File: src/rtl/hpdcache_cmo_req_gen_if.sv
// Bus bundle for the CMO request initiator: core-side request/response,
// CMO-handler request channel and status outputs.
// The slave modport is the initiator's view; the master modport is the
// surrounding environment (request arbiter, CMO handler, response sink).
interface hpdcache_cmo_req_gen_if #(
    parameter int unsigned ADDR_WIDTH = 49,
    parameter int unsigned WORD_WIDTH = 64,
    parameter int unsigned SID_WIDTH  = 3,
    parameter int unsigned TID_WIDTH  = 6
);
    // core request channel
    logic                  core_req_valid_i;
    logic                  core_req_ready_o;
    logic [2:0]            core_req_op_i;
    logic [ADDR_WIDTH-1:0] core_req_addr_i;
    logic [WORD_WIDTH-1:0] core_req_wdata_i;
    logic [SID_WIDTH-1:0]  core_req_sid_i;
    logic [TID_WIDTH-1:0]  core_req_tid_i;
    logic                  core_req_need_rsp_i;

    // CMO handler request channel
    logic                  cmoh_req_valid_o;
    logic                  cmoh_req_ready_i;
    logic [3:0]            cmoh_req_op_o;
    logic [ADDR_WIDTH-1:0] cmoh_req_addr_o;
    logic [WORD_WIDTH-1:0] cmoh_req_wdata_o;

    // core response channel
    logic                  core_rsp_valid_o;
    logic                  core_rsp_ready_i;
    logic [SID_WIDTH-1:0]  core_rsp_sid_o;
    logic [TID_WIDTH-1:0]  core_rsp_tid_o;
    logic                  core_rsp_error_o;

    // status
    logic                  busy_o;
    logic [31:0]           cmo_cnt_o;

    modport slave (
        input  core_req_valid_i, core_req_op_i, core_req_addr_i, core_req_wdata_i,
        input  core_req_sid_i, core_req_tid_i, core_req_need_rsp_i,
        output core_req_ready_o,
        output cmoh_req_valid_o, cmoh_req_op_o, cmoh_req_addr_o, cmoh_req_wdata_o,
        input  cmoh_req_ready_i,
        output core_rsp_valid_o, core_rsp_sid_o, core_rsp_tid_o, core_rsp_error_o,
        input  core_rsp_ready_i,
        output busy_o, cmo_cnt_o
    );

    modport master (
        output core_req_valid_i, core_req_op_i, core_req_addr_i, core_req_wdata_i,
        output core_req_sid_i, core_req_tid_i, core_req_need_rsp_i,
        input  core_req_ready_o,
        input  cmoh_req_valid_o, cmoh_req_op_o, cmoh_req_addr_o, cmoh_req_wdata_o,
        output cmoh_req_ready_i,
        input  core_rsp_valid_o, core_rsp_sid_o, core_rsp_tid_o, core_rsp_error_o,
        output core_rsp_ready_i,
        input  busy_o, cmo_cnt_o
    );
endinterface

File: src/rtl/hpdcache_cmo_req_gen.sv
// CMO request initiator. Accepts one encoded cache-management request at a
// time, issues it to the CMO handler as a one-hot operation, detects
// completion from the handler's ready, optionally answers the requester and
// counts operations accepted by the handler. Illegal op codes never reach
// the handler; they are either answered with an error or silently dropped.
module hpdcache_cmo_req_gen #(
    parameter int unsigned ADDR_WIDTH = 49,
    parameter int unsigned WORD_WIDTH = 64,
    parameter int unsigned SID_WIDTH  = 3,
    parameter int unsigned TID_WIDTH  = 6
) (
    input logic                     clk_i,
    input logic                     rst_ni,
    hpdcache_cmo_req_gen_if.slave   bus
);

    typedef enum logic [1:0] {
        IDLE      = 2'd0,
        ISSUE     = 2'd1,
        WAIT_DONE = 2'd2,
        RSP       = 2'd3
    } state_t;

    state_t                state_q;
    state_t                state_d;
    logic                  error_q;
    logic                  error_d;
    logic [31:0]           cnt_q;

    // latched request fields (no reset: only observed while meaningful)
    logic [2:0]            op_q;
    logic [ADDR_WIDTH-1:0] addr_q;
    logic [WORD_WIDTH-1:0] wdata_q;
    logic [SID_WIDTH-1:0]  sid_q;
    logic [TID_WIDTH-1:0]  tid_q;
    logic                  need_rsp_q;

    logic                  accept;
    logic                  req_op_legal;
    logic                  issue_hs;
    logic [3:0]            op_onehot;

    // op codes 4..7 are the illegal ones, so bit 2 alone flags them
    assign req_op_legal = ~bus.core_req_op_i[2];
    assign accept       = (state_q == IDLE) && bus.core_req_valid_i;
    assign issue_hs     = (state_q == ISSUE) && bus.cmoh_req_ready_i;

    // next-state and error-flag decision
    always_comb begin
        state_d = state_q;
        error_d = error_q;
        unique case (state_q)
            IDLE: begin
                if (bus.core_req_valid_i) begin
                    if (req_op_legal) begin
                        state_d = ISSUE;
                    end else if (bus.core_req_need_rsp_i) begin
                        state_d = RSP;
                        error_d = 1'b1;
                    end
                end
            end
            ISSUE: begin
                if (bus.cmoh_req_ready_i) begin
                    state_d = WAIT_DONE;
                end
            end
            WAIT_DONE: begin
                // handler ready here already reflects its post-acceptance
                // state, so ready means the operation has finished
                if (bus.cmoh_req_ready_i) begin
                    state_d = need_rsp_q ? RSP : IDLE;
                end
            end
            RSP: begin
                if (bus.core_rsp_ready_i) begin
                    state_d = IDLE;
                    error_d = 1'b0;
                end
            end
            default: begin
                state_d = IDLE;
            end
        endcase
    end

    // control state: FSM, error flag and issued-operation counter
    always_ff @(posedge clk_i or negedge rst_ni) begin
        if (!rst_ni) begin
            state_q <= IDLE;
            error_q <= 1'b0;
            cnt_q   <= 32'd0;
        end else begin
            state_q <= state_d;
            error_q <= error_d;
            if (issue_hs) begin
                cnt_q <= cnt_q + 32'd1;
            end
        end
    end

    // capture request fields on acceptance
    always_ff @(posedge clk_i) begin
        if (accept) begin
            op_q       <= bus.core_req_op_i;
            addr_q     <= bus.core_req_addr_i;
            wdata_q    <= bus.core_req_wdata_i;
            sid_q      <= bus.core_req_sid_i;
            tid_q      <= bus.core_req_tid_i;
            need_rsp_q <= bus.core_req_need_rsp_i;
        end
    end

    // one-hot operation decode from the latched op code
    always_comb begin
        op_onehot = 4'b0000;
        unique case (op_q)
            3'd0:    op_onehot = 4'b0001;
            3'd1:    op_onehot = 4'b0010;
            3'd2:    op_onehot = 4'b0100;
            3'd3:    op_onehot = 4'b1000;
            default: op_onehot = 4'b0000;
        endcase
    end

    assign bus.core_req_ready_o = (state_q == IDLE);
    assign bus.cmoh_req_valid_o = (state_q == ISSUE);
    assign bus.cmoh_req_op_o    = op_onehot;
    assign bus.cmoh_req_addr_o  = addr_q;
    assign bus.cmoh_req_wdata_o = wdata_q;
    assign bus.core_rsp_valid_o = (state_q == RSP);
    assign bus.core_rsp_sid_o   = sid_q;
    assign bus.core_rsp_tid_o   = tid_q;
    assign bus.core_rsp_error_o = error_q;
    assign bus.busy_o           = (state_q != IDLE);
    assign bus.cmo_cnt_o        = cnt_q;

endmodule

File: src/flat_wrapper.sv
// flat-port wrapper written by rule: the top's interface ports become plain ports
module hpdcache_cmo_req_gen_flat 
#(
    parameter int unsigned ADDR_WIDTH = 49,
    parameter int unsigned WORD_WIDTH = 64,
    parameter int unsigned SID_WIDTH  = 3,
    parameter int unsigned TID_WIDTH  = 6
)
  (clk_i, rst_ni, bus_core_req_valid_i, bus_core_req_op_i, bus_core_req_addr_i, bus_core_req_wdata_i, bus_core_req_sid_i, bus_core_req_tid_i, bus_core_req_need_rsp_i, bus_core_req_ready_o, bus_cmoh_req_valid_o, bus_cmoh_req_op_o, bus_cmoh_req_addr_o, bus_cmoh_req_wdata_o, bus_cmoh_req_ready_i, bus_core_rsp_valid_o, bus_core_rsp_sid_o, bus_core_rsp_tid_o, bus_core_rsp_error_o, bus_core_rsp_ready_i, bus_busy_o, bus_cmo_cnt_o);
  hpdcache_cmo_req_gen_if #(.ADDR_WIDTH(ADDR_WIDTH), .WORD_WIDTH(WORD_WIDTH), .SID_WIDTH(SID_WIDTH), .TID_WIDTH(TID_WIDTH)) bus_i ();
  input logic clk_i;
  input logic rst_ni;
  input wire logic [$bits(bus_i.core_req_valid_i)-1:0] bus_core_req_valid_i;
  input wire logic [$bits(bus_i.core_req_op_i)-1:0] bus_core_req_op_i;
  input wire logic [$bits(bus_i.core_req_addr_i)-1:0] bus_core_req_addr_i;
  input wire logic [$bits(bus_i.core_req_wdata_i)-1:0] bus_core_req_wdata_i;
  input wire logic [$bits(bus_i.core_req_sid_i)-1:0] bus_core_req_sid_i;
  input wire logic [$bits(bus_i.core_req_tid_i)-1:0] bus_core_req_tid_i;
  input wire logic [$bits(bus_i.core_req_need_rsp_i)-1:0] bus_core_req_need_rsp_i;
  output wire logic [$bits(bus_i.core_req_ready_o)-1:0] bus_core_req_ready_o;
  output wire logic [$bits(bus_i.cmoh_req_valid_o)-1:0] bus_cmoh_req_valid_o;
  output wire logic [$bits(bus_i.cmoh_req_op_o)-1:0] bus_cmoh_req_op_o;
  output wire logic [$bits(bus_i.cmoh_req_addr_o)-1:0] bus_cmoh_req_addr_o;
  output wire logic [$bits(bus_i.cmoh_req_wdata_o)-1:0] bus_cmoh_req_wdata_o;
  input wire logic [$bits(bus_i.cmoh_req_ready_i)-1:0] bus_cmoh_req_ready_i;
  output wire logic [$bits(bus_i.core_rsp_valid_o)-1:0] bus_core_rsp_valid_o;
  output wire logic [$bits(bus_i.core_rsp_sid_o)-1:0] bus_core_rsp_sid_o;
  output wire logic [$bits(bus_i.core_rsp_tid_o)-1:0] bus_core_rsp_tid_o;
  output wire logic [$bits(bus_i.core_rsp_error_o)-1:0] bus_core_rsp_error_o;
  input wire logic [$bits(bus_i.core_rsp_ready_i)-1:0] bus_core_rsp_ready_i;
  output wire logic [$bits(bus_i.busy_o)-1:0] bus_busy_o;
  output wire logic [$bits(bus_i.cmo_cnt_o)-1:0] bus_cmo_cnt_o;
  assign bus_i.core_req_valid_i = bus_core_req_valid_i;
  assign bus_i.core_req_op_i = bus_core_req_op_i;
  assign bus_i.core_req_addr_i = bus_core_req_addr_i;
  assign bus_i.core_req_wdata_i = bus_core_req_wdata_i;
  assign bus_i.core_req_sid_i = bus_core_req_sid_i;
  assign bus_i.core_req_tid_i = bus_core_req_tid_i;
  assign bus_i.core_req_need_rsp_i = bus_core_req_need_rsp_i;
  assign bus_core_req_ready_o = bus_i.core_req_ready_o;
  assign bus_cmoh_req_valid_o = bus_i.cmoh_req_valid_o;
  assign bus_cmoh_req_op_o = bus_i.cmoh_req_op_o;
  assign bus_cmoh_req_addr_o = bus_i.cmoh_req_addr_o;
  assign bus_cmoh_req_wdata_o = bus_i.cmoh_req_wdata_o;
  assign bus_i.cmoh_req_ready_i = bus_cmoh_req_ready_i;
  assign bus_core_rsp_valid_o = bus_i.core_rsp_valid_o;
  assign bus_core_rsp_sid_o = bus_i.core_rsp_sid_o;
  assign bus_core_rsp_tid_o = bus_i.core_rsp_tid_o;
  assign bus_core_rsp_error_o = bus_i.core_rsp_error_o;
  assign bus_i.core_rsp_ready_i = bus_core_rsp_ready_i;
  assign bus_busy_o = bus_i.busy_o;
  assign bus_cmo_cnt_o = bus_i.cmo_cnt_o;
  hpdcache_cmo_req_gen #(.ADDR_WIDTH(ADDR_WIDTH), .WORD_WIDTH(WORD_WIDTH), .SID_WIDTH(SID_WIDTH), .TID_WIDTH(TID_WIDTH)) u_core (.clk_i(clk_i), .rst_ni(rst_ni), .bus(bus_i));
endmodule
File: config.mk
export PLATFORM = sky130hd
export DESIGN_NAME = hpdcache_cmo_req_gen_flat
export DESIGN_NICKNAME = d
export VERILOG_FILES = /design/src/rtl/hpdcache_cmo_req_gen_if.sv /design/src/rtl/hpdcache_cmo_req_gen.sv /design/src/flat_wrapper.sv
export SDC_FILE = /design/constraint.sdc
export NUM_CORES = 1
export LEC_CHECK = 0
export CAP_MARGIN = 40
export CORE_MARGIN = 4
export CORE_UTILIZATION = 39
export DETAILED_ROUTE_END_ITERATION = 16
export PLACE_DENSITY = 0.8
export SETUP_SLACK_MARGIN = 0.1
export SKIP_LAST_GASP = 1
export SLEW_MARGIN = 25
export SYNTH_ARGS = -nofsm -noshare
export SYNTH_HDL_FRONTEND = slang
export SYNTH_SLANG_ARGS = --single-unit
File: constraint.sdc
create_clock -name clk_i -period 5.7 [get_ports clk_i]
set_clock_uncertainty 0.15 [all_clocks]
set_input_delay 0.57 -clock clk_i [delete_from_list [all_inputs] [get_ports clk_i]]
set_output_delay 0.57 -clock clk_i [all_outputs]
set_load 0.02 [all_outputs]
==> out/results.tsv <==
stage	metric	value	unit
worst_setup_path	FF-to-FF End	u_core.bus.cmoh_req_addr_o[15]$_DFFE_PP_	
worst_setup_path	critical path type	flip-flop to primary output	
grt	All-Layer GR Usage	19.95	%
timing	Max Freq	0.3945	GHz
grt	vias in the first global route	3847	
timing	Tmin final	2535	ps
final_layout	fin nets	719	
worst_setup_path	crit path capture type	primary output	
die	num rows	42	
worst_setup_path	Worst R2R Setup Slack	3260	ps
final_layout	layout cells sized above 1	6.167	%
synth	synthesized area	5460	um2
die	Core Area	13450	um2
synth	top-count cell post-synth	edfxtp_1	
synth	Post-Syn Area per Cell	19.93	um2
worst_setup_path	r2r startpoint	u_core.state_q[0]$_DFFE_PN0P_	
clock_network	# hold bufs at CTS	0	
worst_setup_path	crit path DAT	1820	ps
synth	#FFs+latches synth	161	
worst_setup_path	critical path startpoint category	flip-flop	
die	width of the die	126.3	um
clock_network	Skew-Pair Late Insertion Delay	410	ps
synth	top_reg_cell synth	edfxtp_1	
clock_network	clk slew on worst S/H paths	60	ps
placed_design	HPWL Detailed	12070	um
timing	setup ws final	3165	ps
synth	post-synth cell types	29	
worst_setup_path	Reg2Reg Depth	3	
pwr	Power, Total	3.638	mW
synth	Synth top area share	69.29	%
die	I/O pin cnt	294	
placed_design	pre-CTS setup slack	2884	ps
drt	post-DR wirelength/cell	20.37	um
synth	post-synthesis sequential area ratio	85.33	%
synth	cell count after synthesis	274	
pwr	VDD IR max	242.8	uV
drt	Final ANT Viol Nets	0	
timing	Final Cycle Share	44.47	%
grt	largest net degree at the start of global routing	56	
run_status	status	finished, final reports clean	
drt	Routed WL	15850	um
synth	Synth area leaders	edfxtp_1 (69%), dfrtp_1 (16%), xnor2_1 (3.7%), xor2_1 (1.3%), nand3_1 (1.2%)	
drt	DR iter-0 viols	203	
clock_network	Inserted Clock Buffers	17	
drt	vias per cell	4.626	
die	Die Ht	126.3	um
grt	GRT overflow	0	
drt	first-pass iteration count of the detailed router	4	
hold_path	Worst Hold Depth	1	
drt	# DRC	0	
pwr	pwr dens	395.5	nW/um2
run	max cap viols	0	
clock_network	Num Clock Sinks	161	
synth	Synth async-reset ratio	21.74	%
grt	first-pass GRT wire length	23770	um
clock_network	root buf cell	clkbuf_16	
final_layout	number of fill cells in the layout	913	
placed_design	routability cong.	0.8265	
worst_setup_path	CP Launch Point	u_core.state_q[0]$_DFFE_PN0P_	
synth	synth warn	0	
final_layout	area grow syn2layout	68.49	%
timing	Slew Limit Fails	0	
timing	unrepaired setup endpoints after global routing	no	
timing	final setup TNS	0	ps
timing	count of final hold-check violations	0	
worst_setup_path	critical path required time	4980	ps
grt	initial antenna violation count	4	
synth	Mapped Nets	406	
timing	Worst slew margin	51.62	%
timing	Setup Viol. Count Final	0	
clock_network	CTS tree	built	
placed_design	Buffers on Ports	293	
pwr	Leakage	3.421	nW
synth	post-synth top area cell	edfxtp_1	
die	die area	15960	um2
worst_setup_path	largest fanout on the critical path	10	
timing	Worst-Margin Slew	725.7	ps
clock_network	post-cts resize count	0	
clock_network	H-Tree Depth	4	
clock_network	Post-CTS Setup Inserts	0	
synth	Post-synth top cells	edfxtp_1 (126), dfrtp_1 (35), xnor2_1 (23)	
timing	hold_ws	318.0	ps
die	Starting Density	40.59	%
drt	DR vias	3599	
clock_network	buffer depth of the longest clock path	2	
worst_setup_path	critical path endpoint	bus_cmoh_req_valid_o	
hold_path	Hold WC Path Type	flip-flop to flip-flop	
synth	Post-synth EDFFs	126	
## per-stage QoR
step / cell area (um2) / utilization (%) / std cells
5_1_grt: 9200 / 68.39 / 778
3_5_place_dp: 8620 / 64.07 / 744
4_1_cts: 9195 / 68.35 / 776
2_1_floorplan: 5460 / - / 274
3_3_place_gp: 8620 / 64.07 / 744
6_report: 9200 / 68.39 / 778
## report_power, final
group          switching [mW]  internal, mW
Combinational           0.481         0.428
Clock                   0.428         0.682
Sequential             0.0954          1.52
Total                    1.00          2.63
## state kept, by name, indices dropped and copies added (netlist names)
name and flops:
u_core.bus.core_rsp_error_o 1, u_core.bus.cmoh_req_addr_o 49, u_core.need_rsp_q 1, u_core.bus.core_rsp_sid_o 3, u_core.bus.core_rsp_tid_o 6, u_core.bus.cmo_cnt_o 32
u_core.bus.cmoh_req_wdata_o 64, u_core.state_q 2, u_core.op_q 3
## critical path, stage by stage (launching register included)
cell	delay [ps]
dfrtp_1	540
nor2b_1	230
clkdlybuf4s50_1	630
## cells by family (layout without fill, tap and decap cells)
logic type	after synthesis	in the layout	share of synthesized area, %
AND/OR/NAND/NOR	69	69	7.860
adder cells (fa/ha/maj)	1	1	0.2291
buffers and inverters	6	332	0.6187
other	0	2	0
AO/OA/AOI/OAI	4	4	0.3667
multiplexers	2	2	0.6187
flip-flops	161	161	85.33
XOR/XNOR	31	31	4.972
## final cells by class
| type | count | area [um2] | share of cell area [%] |
|---|---|---|---|
| Clock buffer | 20 | 436.7 | 4.746 |
| Clock inverter | 12 | 138.9 | 1.510 |
| Tap cell | 176 | 220.2 | 2.394 |
| Antenna cell | 2 | 5.005 | 0.05440 |
| Sequential cell | 161 | 4659 | 50.65 |
| Timing Repair Buffer | 296 | 2955 | 32.12 |
| Inverter | 4 | 15.01 | 0.1632 |
| Multi-Input combinational cell | 107 | 769.5 | 8.364 |
## routing by layer
| metal | track usage (%) | wire (um) | up-vias |
|---|---|---|---|
| li1 | - | - | 1657 |
| met1 | 22.34 | 5788 | 1721 |
| met2 | 34.99 | 8347 | 195 |
| met3 | 7.860 | 1406 | 22 |
| met4 | 6.498 | 281 | 4 |
| met5 | 0 | 27 | - |
## cell usage in the layout, fill, tap and decap left out
| cell | Yosys | layout |
|---|---|---|
| mux2_2 | 1 | 1 |
| edfxtp_1 | 126 | 126 |
| nor2_1 | 7 | 7 |
| nand2_1 | 11 | 11 |
| nor3_1 | 3 | 3 |
| inv_1 | 4 | 4 |
| and3_2 | 2 | 2 |
| dfrtp_1 | 35 | 35 |
| clkdlybuf4s50_1 | 0 | 293 |
| nor3b_1 | 2 | 2 |
| clkbuf_1 | 0 | 3 |
| nor4b_4 | 1 | 1 |
| and2_4 | 1 | 2 |
| clkinv_2 | 0 | 2 |
| nor2b_1 | 1 | 1 |
| nand3_1 | 13 | 13 |
| nand4_2 | 1 | 1 |
| clkbuf_16 | 0 | 17 |
| inv_6 | 0 | 1 |
| buf_4 | 1 | 3 |
| ha_1 | 1 | 1 |
| and3b_1 | 2 | 2 |
| o21ai_0 | 2 | 2 |
| nand4_1 | 8 | 8 |
| and2b_1 | 1 | 1 |
| clkinvlp_4 | 0 | 2 |
| and3_1 | 7 | 7 |
| and2_1 | 5 | 4 |
| bufinv_16 | 0 | 3 |
| xor2_1 | 8 | 8 |
| clkinv_1 | 0 | 4 |
| xnor2_1 | 23 | 23 |
| mux4_2 | 1 | 1 |
| diode_2 | 0 | 2 |
| and4_1 | 3 | 3 |
| nand4b_4 | 1 | 1 |
| a21oi_1 | 2 | 2 |
## how the worst min path moves through the flow
stage / start / slack [ps] / end
after floorplan: rst_ni / 120 / u_core.bus.cmo_cnt_o[0]$_DFFE_PN0P_
after global placement: u_core.bus.cmo_cnt_o[31]$_DFFE_PN0P_ / 310 / u_core.bus.cmo_cnt_o[31]$_DFFE_PN0P_
after detailed placement: u_core.bus.cmo_cnt_o[31]$_DFFE_PN0P_ / 310 / u_core.bus.cmo_cnt_o[31]$_DFFE_PN0P_
after CTS: u_core.bus.cmo_cnt_o[31]$_DFFE_PN0P_ / 320 / u_core.bus.cmo_cnt_o[31]$_DFFE_PN0P_
after global routing: u_core.bus.cmo_cnt_o[31]$_DFFE_PN0P_ / 330 / u_core.bus.cmo_cnt_o[31]$_DFFE_PN0P_
final: u_core.bus.cmo_cnt_o[31]$_DFFE_PN0P_ / 320 / u_core.bus.cmo_cnt_o[31]$_DFFE_PN0P_
Note: power is estimated with default switching activity, not from simulation.
